--- src/rtl/add.sv ---
// Multi-cycle, limb-serial unsigned adder: result = a + b, LIMB bits per cycle.
// Shares the start/done/busy handshake with the multi-cycle subtractor.
module add #(
  parameter int unsigned DATA_WIDTH = 448,
  parameter int unsigned SIZE       = DATA_WIDTH,
  parameter int unsigned LIMB       = 64
) (
  input  logic            clk,
  input  logic            rst,
  input  logic            start,
  input  logic [SIZE-1:0] a,
  input  logic [SIZE-1:0] b,
  output logic [SIZE:0]   result,
  output logic            done,
  output logic            busy
);

  localparam int unsigned NLIMB = SIZE / LIMB;
  localparam int unsigned CntW  = (NLIMB > 1) ? $clog2(NLIMB) : 1;

  if ((SIZE % LIMB) != 0) begin : gen_size_check
    $error("add: SIZE must be an exact multiple of LIMB");
  end

  typedef enum logic [0:0] {StIdle, StRun} state_e;

  state_e            state_q, state_d;
  logic [SIZE-1:0]   a_q, a_d;
  logic [SIZE-1:0]   b_q, b_d;
  logic [SIZE-1:0]   sum_q, sum_d;
  logic              carry_q, carry_d;
  logic [CntW-1:0]   cnt_q, cnt_d;
  logic [SIZE:0]     result_q, result_d;
  logic              done_q, done_d;
  logic [LIMB:0]     s;

  always_comb begin
    s = {1'b0, a_q[LIMB-1:0]} + {1'b0, b_q[LIMB-1:0]} + (LIMB+1)'(carry_q);
  end

  always_comb begin
    state_d  = state_q;
    a_d      = a_q;
    b_d      = b_q;
    sum_d    = sum_q;
    carry_d  = carry_q;
    cnt_d    = cnt_q;
    result_d = result_q;
    done_d   = 1'b0;
    unique case (state_q)
      StIdle: begin
        if (start) begin
          a_d     = a;
          b_d     = b;
          carry_d = 1'b0;
          cnt_d   = '0;
          state_d = StRun;
        end
      end
      StRun: begin
        sum_d[32'(cnt_q)*LIMB +: LIMB] = s[LIMB-1:0];
        carry_d = s[LIMB];
        a_d     = a_q >> LIMB;
        b_d     = b_q >> LIMB;
        cnt_d   = cnt_q + CntW'(1);
        if (cnt_q == CntW'(NLIMB - 1)) begin
          // sum_d already holds the final limb written above
          result_d = {s[LIMB], sum_d};
          done_d   = 1'b1;
          state_d  = StIdle;
        end
      end
      default: state_d = StIdle;
    endcase
  end

  always_ff @(posedge clk) begin
    if (rst) begin
      state_q  <= StIdle;
      a_q      <= '0;
      b_q      <= '0;
      sum_q    <= '0;
      carry_q  <= 1'b0;
      cnt_q    <= '0;
      result_q <= '0;
      done_q   <= 1'b0;
    end else begin
      state_q  <= state_d;
      a_q      <= a_d;
      b_q      <= b_d;
      sum_q    <= sum_d;
      carry_q  <= carry_d;
      cnt_q    <= cnt_d;
      result_q <= result_d;
      done_q   <= done_d;
    end
  end

  assign result = result_q;
  assign done   = done_q;
  assign busy   = (state_q == StRun);

endmodule

--- config.mk ---
export PLATFORM = sky130hd
export DESIGN_NAME = add
export DESIGN_NICKNAME = d
export VERILOG_FILES = /design/src/rtl/add.sv
export SDC_FILE = /design/constraint.sdc
export NUM_CORES = 2
export LEC_CHECK = 0
export ABC_AREA = 1
export CAP_MARGIN = 30
export CELL_PAD_IN_SITES_DETAIL_PLACEMENT = 1
export CELL_PAD_IN_SITES_GLOBAL_PLACEMENT = 1
export CORE_AREA = 4 4 527 529
export CTS_CLUSTER_SIZE = 28
export DETAILED_ROUTE_END_ITERATION = 16
export DIE_AREA = 0 0 531 533
export GPL_ROUTABILITY_DRIVEN = 0
export GPL_TIMING_DRIVEN = 0
export PLACE_DENSITY = 0.75
export SLEW_MARGIN = 20
export SYNTH_ARGS = -nofsm -noshare
export SYNTH_HDL_FRONTEND = slang
export SYNTH_SLANG_ARGS = --single-unit
--- constraint.sdc ---
create_clock -name clk -period 3.07 [get_ports clk]
set_clock_uncertainty 0.1 [all_clocks]
set_input_delay 0.307 -clock clk [delete_from_list [all_inputs] [get_ports clk]]
set_output_delay 0.307 -clock clk [all_outputs]
set_load 0.03 [all_outputs]
==> reports/summary.txt <==
Util after Layout: 41.32%
Total Nets Final: 15090
clk slew on worst S/H paths: 0.06 ns
worst-path cell chain: inv_2, clkbuf_2, buf_6, clkbuf_2, clkbuf_1, nand3_1, nand3_1, nand2_1, inv_1
main combinational cell family by area after synthesis: simple AND/OR/NAND/NOR gates
Hold Startpoint: a[266]
# IOs: 1350
fin crit period: 3.048 ns
drt first pass iters: 8
top cells by area, synth: dfxtp_1, nand2_1, nand3_1, inv_1, o21ai_0
Cell Pwr Density: 541.5 mW/mm^2
Syn Std Cell Area: 0.08160 mm^2
clk_lat worst skew: 0.89 ns
Final Max Slew Viols: 0
Peak Freq: 328.1 MHz
DRC: 0
Synth async-reset ratio: 0%
Clock Tree Root: clkbuf_16
Synth cell types: 41
GRT Residual Overflow: 0
Synth Warn #: 0
Period Utilization, post-route: 99.29%
max-cap violations: 0
Post-Syn Nets: 13130
Worst Reg2Reg Path Length in Cells: 9
clk buf depth: 3
worst-path fanout max: 10
port bufs: 1347
EDFF count, synth: 0
CTS buffer count: 202
measured slew at the worst slew-check pin: 1.097 ns
Post-Layout Cell Count: 17980
WL/cell: 27.39 um
sequential area share after synthesis: 44.14%
Mapped Cells: 12160
CP startpoint: busy
Synth top area share: 44.14%
CP max-delay cell: nand3_1
Reg2Reg Setup Slack: 0.02 ns
P&R area growth vs syn: 38.20%
H-tree levels: 4
flops & latches, synth: 1799
Max stage delay on crit path: 0.46 ns
die area: 0.2830 mm^2
critical path's top delay family: buffers and inverters
Setup crit end kind: flip-flop
CP Buf/Inv Count: 6
CP arrival: 3.70 ns
num rows: 192
RSZ-0062 raised after global routing: yes
Die W: 531 um
mux contribution to synthesized area: 0.4293%
final setup fails: 0
Synth area leader: dfxtp_1
leakage power: 0.05129 uW
DRT iter0 DRCs: 8201
CTS tree: yes
DP HPWL: 400500 um
CTS Sinks: 1799
syn avg cell area: 6.711 um^2
dominant cell by count in the synthesized netlist: nand2_1
status: finished clean
Synth Area in Adders: 1.092%
share of synthesized cell area in and, or, nand and nor gates: 32.21%
die height: 533 um
Fill cells: 34260
via density per instance: 5.135
Compound-Gate Fraction of Synth Area: 11.17%
global-route wire length before repair: 676100 um
placed cell count: 17120
instance count on the critical path: 9
layout cells sized above 1: 6.709%
startpoint types: flip-flop
ys flop type: dfxtp_1
worst-case vdd ir drop: 0.5674 mV
via count: 92310
hold path depth: 5
worst r2r src: busy
Slew headroom: 26.86%
Hold WC Path Type: input port to flip-flop
initial antenna violation count: 159
Detail Route Antenna Nets: 0
initial core utilization: 29.90%
core area: 0.2729 mm^2
worst endpoint required time: 3.72 ns
WS Path Type: flip-flop to flip-flop
Final Routed Wirelength: 492500 um
vias in the first global route: 91900
XOR/XNOR share of the synthesized area: 0.4692%
Power, Total: 61060 uW
pin count of the biggest net entering global routing: 20
Global Route Usage Sum: 33.35%
Synth top cells by count: nand2_1, nand3_1, dfxtp_1, inv_1, clkbuf_1
Final Hold Fails: 0
[through the flow]
step	setup TNS (ns)	hold WS [ns]	area, um^2	setup slack (ns)
after floorplan	0	0.3411	81600	0.4289
after global placement	-1224.89	0.3372	99570	-1.768
after detailed placement	-443.58	0.3460	100100	-0.9248
after CTS	-0.2044	0.0001787	111600	-0.1242
after global routing	-0.3792	0.0007008	112700	-0.04703
final	0	0.03400	112800	0.02189
[layout by cell type (no fill, tap or decap), drive strengths merged]
cell	netlist	final
nand4	12	12
o22ai	6	6
nor3	20	20
bufinv	0	20
clkinv	1	44
fa	2	2
dfxtp	1799	1799
o21bai	7	7
ha	68	68
a31oi	20	20
or2	48	48
clkbuf	716	1011
xor2	29	29
dlygate4sd3	0	324
clkdlybuf4s50	0	1347
clkdlybuf4s15	0	1
nand3	1819	1819
inv	1406	1415
nand3b	10	10
and2	5	5
buf	129	206
a21oi	461	461
nor2	191	191
diode	0	109
nand2	4163	4163
a22o	22	22
o21ai	1024	1024
mux2i	35	35
o211ai	135	135
nor4	1	1
a22oi	29	29
clkinvlp	0	5
xnor2	1	1
[report_power, final]
group / leakage, uW / internal, uW / total (uW) / switching, uW
Sequential: 0.0147 / 24500 / 25400 / 862
Combinational: 0.0332 / 3570 / 9810 / 6240
Clock: 0.00341 / 14800 / 25900 / 11000
Total: 0.0513 / 42900 / 61100 / 18100
[final timing paths]
check                              endpoint
worst max-delay path                a_q[53]
worst min-delay path               a_q[266]
worst max register to register      a_q[53]
worst min register to register  result[163]
[registers in the layout, indices dropped and copies added, names as in the netlist]
name     flops
sum_q      448
result     449
done         1
b_q        448
busy         1
carry_q      1
a_q        448
cnt_q        3
[layout make-up]
cell class,instances,area (um^2),area share (%)
plain buffers,842,3471,3.078
clock buffers,288,5768,5.115
well taps,3589,4491,3.982
diodes,109,272.8,0.2419
flip-flops and latches,1799,36050,31.97
clock inverters,77,1184,1.050
multi-input cells,8108,38370,34.03
inverters,1407,5291,4.692
repair buffers,1759,17870,15.85
[logic make-up (layout without fill, tap and decap cells)]
group,after synthesis,after routing
AO/OA/AOI/OAI,1704,1704
adder cells (fa/ha/maj),70,70
multiplexers,35,35
other,0,109
AND/OR/NAND/NOR,6269,6269
flip-flops,1799,1799
buffers and inverters,2252,4373
XOR/XNOR,30,30
[repair_timing]
action	CTS	global route
gates resized for setup	205	261
buffers inserted	42	17
pin swaps	22	27
hold buffers	324	0
endpoints found under the setup margin	1383	819
endpoints found under the hold margin	324	0
[layer usage]
| metal | vias up | routed length [um] | GRT usage [%] |
|---|---|---|---|
| li1 | 42740 | - | - |
| met1 | 44250 | 184300 | 38.43 |
| met2 | 4035 | 221700 | 53.71 |
| met3 | 1228 | 41630 | 7.724 |
| met4 | 60 | 44440 | 25.08 |
| met5 | - | 377 | 0 |
[tightest hold or removal path, cell delays in order]
cell and delay, ns:
clkdlybuf4s50_1 0.43, nand3_1 0.09, nand3_1 0.07, nand2_1 0.06, inv_1 0.03
No activity file was read; power rests on OpenSTA's default activity.
